[src/rtl/img_sram_arbiter.sv]
// Image SRAM arbiter: host first, then urgent writeback, else round-robin
// between the fetch engine and a small writeback FIFO. One access per cycle.
module img_sram_arbiter #(
  parameter int ADDR_W      = 14,
  parameter int DATA_W      = 32,
  parameter int WFIFO_DEPTH = 4
) (
  input  logic              clk,
  input  logic              rst,
  input  logic              host_req,
  input  logic              host_web,
  input  logic [ADDR_W-1:0] host_addr,
  input  logic [DATA_W-1:0] host_di,
  output logic              host_gnt,
  output logic              host_rvalid,
  input  logic              rd_req,
  input  logic [ADDR_W-1:0] rd_addr,
  output logic              rd_gnt,
  output logic              rd_valid,
  output logic [DATA_W-1:0] rd_data,
  input  logic              wb_valid,
  input  logic [ADDR_W-1:0] wb_addr,
  input  logic [DATA_W-1:0] wb_data,
  output logic              wb_empty,
  output logic              wb_overflow,
  output logic              sram_ceb,
  output logic              sram_web,
  output logic [ADDR_W-1:0] sram_a,
  output logic [DATA_W-1:0] sram_di,
  input  logic [DATA_W-1:0] sram_do
);

  localparam int PTR_W = $clog2(WFIFO_DEPTH);
  localparam int CNT_W = PTR_W + 1;

  typedef enum logic [1:0] {
    TAG_NONE  = 2'b00,
    TAG_FETCH = 2'b01,
    TAG_HOST  = 2'b10
  } tag_e;

  logic [ADDR_W-1:0] fifo_addr_mem [WFIFO_DEPTH];
  logic [DATA_W-1:0] fifo_data_mem [WFIFO_DEPTH];
  logic [PTR_W-1:0]  wr_ptr_reg, rd_ptr_reg;
  logic [CNT_W-1:0]  count_reg, count_next;
  logic              rr_wb_reg, rr_wb_next;
  tag_e              tag_reg, tag_next;
  logic              wb_empty_reg;
  logic              wb_overflow_reg;

  logic fifo_ne, fifo_full, urgent;
  logic wb_gnt, rr_grant, push_acc, overflow_set;

  assign fifo_ne   = (count_reg != '0);
  assign fifo_full = (count_reg == CNT_W'(WFIFO_DEPTH));
  assign urgent    = (count_reg >= CNT_W'(WFIFO_DEPTH - 1));

  // Grants are suppressed while reset is held so the SRAM pins stay idle.
  always_comb begin
    host_gnt = 1'b0;
    rd_gnt   = 1'b0;
    wb_gnt   = 1'b0;
    rr_grant = 1'b0;
    if (rst) begin
      if (host_req) begin
        host_gnt = 1'b1;
      end else if (urgent) begin
        wb_gnt = 1'b1;
      end else if (rd_req && fifo_ne) begin
        rr_grant = 1'b1;
        if (rr_wb_reg) wb_gnt = 1'b1;
        else           rd_gnt = 1'b1;
      end else if (rd_req) begin
        rr_grant = 1'b1;
        rd_gnt   = 1'b1;
      end else if (fifo_ne) begin
        rr_grant = 1'b1;
        wb_gnt   = 1'b1;
      end
    end
  end

  always_comb begin
    sram_ceb = 1'b1;
    sram_web = 1'b1;
    sram_a   = '0;
    sram_di  = '0;
    if (host_gnt) begin
      sram_ceb = 1'b0;
      sram_web = host_web;
      sram_a   = host_addr;
      sram_di  = host_web ? '0 : host_di;
    end else if (rd_gnt) begin
      sram_ceb = 1'b0;
      sram_a   = rd_addr;
    end else if (wb_gnt) begin
      sram_ceb = 1'b0;
      sram_web = 1'b0;
      sram_a   = fifo_addr_mem[rd_ptr_reg];
      sram_di  = fifo_data_mem[rd_ptr_reg];
    end
  end

  // A full FIFO still accepts a push when its head pops the same cycle.
  assign push_acc     = wb_valid && (!fifo_full || wb_gnt);
  assign overflow_set = wb_valid && fifo_full && !wb_gnt;

  always_comb begin
    count_next = count_reg;
    case ({push_acc, wb_gnt})
      2'b10:   count_next = count_reg + CNT_W'(1);
      2'b01:   count_next = count_reg - CNT_W'(1);
      default: count_next = count_reg;
    endcase
  end

  always_comb begin
    rr_wb_next = rr_wb_reg;
    if (rr_grant) rr_wb_next = rd_gnt;
    tag_next = TAG_NONE;
    if (host_gnt && host_web) tag_next = TAG_HOST;
    else if (rd_gnt)          tag_next = TAG_FETCH;
  end

  always_ff @(posedge clk) begin
    if (push_acc) begin
      fifo_addr_mem[wr_ptr_reg] <= wb_addr;
      fifo_data_mem[wr_ptr_reg] <= wb_data;
    end
  end

  always_ff @(posedge clk or negedge rst) begin
    if (!rst) begin
      wr_ptr_reg      <= '0;
      rd_ptr_reg      <= '0;
      count_reg       <= '0;
      rr_wb_reg       <= 1'b0;
      tag_reg         <= TAG_NONE;
      wb_empty_reg    <= 1'b1;
      wb_overflow_reg <= 1'b0;
    end else begin
      if (push_acc) wr_ptr_reg <= wr_ptr_reg + PTR_W'(1);
      if (wb_gnt)   rd_ptr_reg <= rd_ptr_reg + PTR_W'(1);
      count_reg       <= count_next;
      rr_wb_reg       <= rr_wb_next;
      tag_reg         <= tag_next;
      wb_empty_reg    <= (count_next == '0);
      wb_overflow_reg <= wb_overflow_reg | overflow_set;
    end
  end

  assign rd_valid    = (tag_reg == TAG_FETCH);
  assign host_rvalid = (tag_reg == TAG_HOST);
  assign rd_data     = (tag_reg != TAG_NONE) ? sram_do : '0;
  assign wb_empty    = wb_empty_reg;
  assign wb_overflow = wb_overflow_reg;

endmodule
[config.mk]
export PLATFORM = sky130hd
export DESIGN_NAME = img_sram_arbiter
export DESIGN_NICKNAME = d
export VERILOG_FILES = /design/src/rtl/img_sram_arbiter.sv
export SDC_FILE = /design/constraint.sdc
export NUM_CORES = 1
export LEC_CHECK = 0
export CORE_ASPECT_RATIO = 1.75
export CORE_MARGIN = 5
export CORE_UTILIZATION = 40
export CTS_CLUSTER_SIZE = 8
export DETAILED_ROUTE_END_ITERATION = 10
export PLACE_DENSITY = 0.69
export RECOVER_POWER = 50
export REMOVE_ABC_BUFFERS = 1
export SLEW_MARGIN = 20
export SYNTH_ARGS = -nofsm -noshare
export SYNTH_HDL_FRONTEND = slang
export SYNTH_SLANG_ARGS = --single-unit
[constraint.sdc]
create_clock -name clk -period 4 [get_ports clk]
set_input_delay 0.6 -clock clk [delete_from_list [all_inputs] [get_ports clk]]
set_output_delay 0.6 -clock clk [all_outputs]
set_load 0.02 [all_outputs]
After elaboration in Yosys (flattened, before gate mapping). Memories as Yosys holds them, arrays and structs flattened. Index checks and enable logic that the tools add are counted.

Multiplexer cells: 38. Add/subtract/negate cells: 4. Equality and inequality tests: 5. Bitwise gates (word level): 1. $lt $le $gt $ge: 1. Reduce and logical (&&, ||, !) cells: 11.

Operators with widths (number): 2-to-1 mux 32 bit (5); 2-to-1 mux 14 bit (3); 2-to-1 mux 1 bit (28); one-hot mux 3 bit (2 select lines) (1); logical AND 1 bit (5); adder 2 x 1 -> 2 bit, second input constant (2); == test 2 x 1 -> 1 bit, second input constant (2); == test 2 bit, second input constant (2); adder 3 x 1 -> 3 bit, second input constant (1); == test 3 bit, second input constant (1); greater-or-equal comparator 3 x 2 -> 1 bit, second input constant (1); zero test 3 bit (1); nonzero test 3 bit (1); subtractor 3 x 1 -> 3 bit, second input constant (1); zero test 1 bit (2); 2-to-1 mux 2 bit (1); nonzero test 2 bit (1); logical OR 1 bit (1); bitwise OR 1 bit (1).

Bits in writable memories: 184. Memories kept: 2. Output and inout port bits: 86. Register bits after elaboration: 12. Word-level logic and storage cells: 69. Bits of input ports: 144.

Memories: fifo_data_mem (words 4, width 32, rd ports 1, clocked after memory_dff 0, write ports 1, RTL line 43) `logic [DATA_W-1:0] fifo_data_mem [WFIFO_DEPTH];`; fifo_addr_mem (words 4, width 14, rd ports 1, clocked after memory_dff 0, write ports 1, RTL line 42) `logic [ADDR_W-1:0] fifo_addr_mem [WFIFO_DEPTH];`.

Depth between registers and ports, before layout.
Depth after elaboration: 12. Depth in mapped cells: 12. Gate-level depth less buffers: 10.

Worst setup path after synthesis. Ideal clock, no wire load.

Path kind: input port to flip-flop. Start point: input port rd_req. End point: memory fifo_addr_mem[0][0], enable pin. Buffers on the path: 0. Required time: 3.550 ns. Cell stages on the path: 4. Slack: 0.487 ns. Library setup time: 0.450 ns. Arrival time: 3.063 ns. Cells stage by stage: or4b_4 > and3b_4 > o21ai_4 > nor2_1.

Word-level cells in the longest chain between the ends: 9. Elaborated cells between the ends (all ways): 10. Classes of those cells: mux (7); reduce/logical (3).

RTL lines: start, declared (RTL line 16) `input logic rd_req,`; 2-to-1 mux 1 bit / logical AND 1 bit (equally long branches) (RTL line 73, 69); 2-to-1 mux 1 bit * (RTL line 69) `end else if (rd_req && fifo_ne) begin`; 2-to-1 mux 1 bit * (RTL line 67) `end else if (urgent) begin`; 2-to-1 mux 1 bit * (RTL line 65) `if (host_req) begin`; 2-to-1 mux 1 bit * (RTL line 64) `if (rst) begin`; logical OR 1 bit * (RTL line 105) `assign push_acc = wb_valid && (!fifo_full || wb_gnt);`; logical AND 1 bit * (RTL line 105); 2-to-1 mux 1 bit * (RTL line 126) `if (push_acc) begin`; 2-to-1 mux 1 bit (not written as such) * (RTL line 127) `fifo_addr_mem[wr_ptr_reg] <= wb_addr;`; end, declared (RTL line 42).

Mark *: on every way between the ends. The rest lies on a longest branch, timed or not.

Worst setup path in the final report.
Start point: input port rd_req. End point: output port sram_a[4].

Word-level cells in the longest chain between the ends: 8. Elaborated cells between the ends (all ways): 14. Classes of those cells: mux (13); reduce/logical (1).

RTL lines: 2-to-1 mux 1 bit / logical AND 1 bit (equally long branches) (RTL line 73, 69); 2-to-1 mux 1 bit (RTL line 69); 2-to-1 mux 1 bit (RTL line 67); 2-to-1 mux 1 bit (RTL line 65); 2-to-1 mux 1 bit (RTL line 64); 2-to-1 mux 14 bit (RTL line 96) `end else if (wb_gnt) begin`; 2-to-1 mux 14 bit * (RTL line 93) `end else if (rd_gnt) begin`; 2-to-1 mux 14 bit * (RTL line 88) `if (host_gnt) begin`; end, declared (RTL line 28) `output logic [ADDR_W-1:0] sram_a,`.

Marked as above.

==> metrics.txt <==
WP depth=8; Hold Fails Final Rpt=0; Critical Path RT=roughly 3.4 ns; setup slack, reg-to-reg=between 0.5 and 0.6 ns; Setup crit start kind=input port; commonest non-fill, non-tap cell in the layout=edfxtp_1; Comb pwr share=around a third; Worst VDD drop=around 0.00032 V; cell family with most CP delay=buffers and inverters; DRC Markers=0; vias in the first global route=between 5000 and 6000; PD cells=about 600 nW/µm²; number of enable flip-flop cells after synthesis=approximately 180; Sw Ratio=between 30% and 40%; leakage power=approximately 4.0 nW; clock share of power=about a quarter; RSZ-0062 raised after global routing=false; fillcell total=between 1500 and 2000; commonest register cell after synthesis=edfxtp_1; Worst Tran Pin Value=roughly 1.5 ns; max FFs per register=128; worst reg2reg startpoint=count_reg[2]; Slowest-stage cell, CP=dlygate4sd3_1; CTS max path bufs=2; Pint=0.00478 W; max_slew headroom=-3.20%; most frequent cells in the layout=edfxtp_1, clkdlybuf4s50_1, dlygate4sd3_1, mux4_2, nor2b_1; grt total ovfl=0; total power=approximately 0.0069 W; clk_lat worst skew=about 0.43 ns; clk root buf=clkbuf_16; critical path class=input port to primary output; Core Area=between 20000 and 25000 µm²; final net count=~830; critical path arrival=just over 3 ns; 1st-iter DRT viols=about 270; fmax=around 280 MHz; Worst Hold Class=input port to asynchronous set/reset pin; Worst-path clk slew=roughly 0.070 ns; largest net degree at the start of global routing=42; Die Wd=around 120 µm; status=complete, but fails checks; CP max stage delay=0.60 ns; Post-CTS Resized=0; Max Cap Violations=1; # rows=slightly below 70; ys async rst share=slightly above 6%; fin crit period=roughly 3.6 ns; CP Capture Type=primary output; router iterations before antenna repair=7; CP max FO=41; worst setup margin=between 0.3 and 0.4 ns; TritonCTS clock tree=built; Hold Worst Slack=around 0.45 ns; post-place setup slack=around 0.43 ns; Mapped Avg Cell Area=18.7 µm²; Synth Warn #=0; setup tns final=0 ns; Slew Limit Fails=7; Cell variety after synth=44; port bufs=around 230; initial antenna violation count=5; FF-to-FF End=fifo_data_mem[1][22]; vias post-DR=between 5000 and 6000; failing checks=capacitance limit, slew limit; CTS sink count=approximately 200; Synth Cell Area=~8200 µm²; R2R cell count=5; final setup vio count=0; post-synthesis cell count=440; htree depth=4; DP Area=between 10000 and 15000 µm²; # IOs=230; # Post-CTS Setup Buffers=0; synthesis-to-finish area growth=39.4%; routability congestion estimate=around 1; skew final=slightly above 0.006 ns; Final Cycle Share=a little over 90%; Die Span Y=around 200 µm; critical-path cell list=dlygate4sd3_1 > or4b_1 > nand3b_2 > nor2_4 > buf_12 > a222oi_1 > inv_1 > clkdlybuf4s50_1; share of cells above drive strength 1=about 16%; Hold-fix buffers, CTS=0; vias per inst=about 5.3; Psw=0.00210 W; die area=23700 µm²; Yosys reg bits=around 200; DRT antenna net count=0; Total GRT Usage=between 10% and 20%; Seq pwr share=a little over two fifths; WL per Instance=between 20 and 25 µm; sequential share of the synthesized area=between 70% and 80%; first-pass GRT wire length=roughly 32000 µm; DP HPWL=15700 µm; initial core utilization=40.6%; CP bufs+invs=4; total wire length=21400 µm; Final Cell Area=about 11000 µm²; Num CTS Buffers=17
==> worst register-to-register path, delay by kind of cell, from the launching register on <==
kind	cells	cell delay [ns]
compound gates	1	1.19
buf+inv	1	0.50
flops	1	0.51
simple gates	3	0.84
==> synth_stat cells (all sizes together) (2+ instances only) <==
cell	instances	area (µm²)
nand2	4	15.0
o221a	2	22.5
mux4	46	1040
nor2b	35	219
mux2	2	22.5
mux2i	5	50.1
dfrtp	11	275
a21oi	3	15.0
xnor2	4	35.0
and3	2	12.5
clkbuf	17	63.8
nand2b	3	21.3
buf	10	67.6
a222oi	14	140
nand3	2	10.0
nor3	2	10.0
a21o	2	15.0
a22o	32	280
and2	2	12.5
ha	4	50.1
edfxtp	184	5530
o21ai	4	31.3
nor2	13	51.3
inv	25	93.8
==> cell type report <==
type                       instances  area [µm²]  area share [%]
timing repair buffer             251        2450            21.4
sequential                       196        5830            50.9
antenna                            2        5.00          0.0436
tap                              248         310            2.71
clock buffer                      17         425            3.71
clock inverter                    15         155            1.35
multi-input combinational        192        2200            19.2
inverter                          25        93.8           0.818
==> per-stage QoR <==
step,std cells,util (%)
final,946,56.5
after global routing,946,56.5
after CTS,944,56.7
after detailed placement,912,53.8
after global placement,912,53.8
after floorplan,413,-
==> worst max-delay path by stage <==
stage | slack, ns | startpoint | end
after global placement | 0.51 | rd_req | sram_a[11]
after global routing | 0.21 | rd_req | sram_a[0]
after floorplan | 0.36 | rd_ptr_reg[0] | sram_a[0]
final | 0.37 | rd_req | sram_a[4]
after detailed placement | 0.43 | rst | sram_di[9]
after CTS | 0.43 | rst | sram_di[9]
==> cell families after synthesis <==
family | count (synthesis) | synth area share (%)
AO/OA/AOI/OAI | 60 | 6.55
XOR/XNOR | 5 | 0.532
adder cells (fa/ha/maj) | 6 | 0.973
AND/OR/NAND/NOR | 68 | 4.93
flip-flops | 196 | 70.8
multiplexers | 53 | 13.5
buffers and inverters | 52 | 2.74
==> power groups by stage <==
stage               Clock (W)  Combinational (W)  Sequential, W
finish                0.00166            0.00222        0.00300
global route          0.00179            0.00238        0.00306
CTS                   0.00169            0.00230        0.00303
detailed placement          0            0.00230        0.00307
global placement            0            0.00226        0.00303
floorplan                   0            0.00131        0.00305
==> routing by layer <==
| metal | part of all wire [%] | routed length, µm | vias to the layer above | global-route usage (%) |
|---|---|---|---|---|
| met1 | 33 | 7060 | 2572 | 18.2 |
| met5 | 0 | 0 | - | 0 |
| li1 | - | - | 2268 | - |
| met4 | 3.3 | 699 | 0 | 7.86 |
| met2 | 59 | 12600 | 168 | 35.4 |
| met3 | 4.8 | 1020 | 36 | 3.81 |
(Power assumes the default switching activity.)
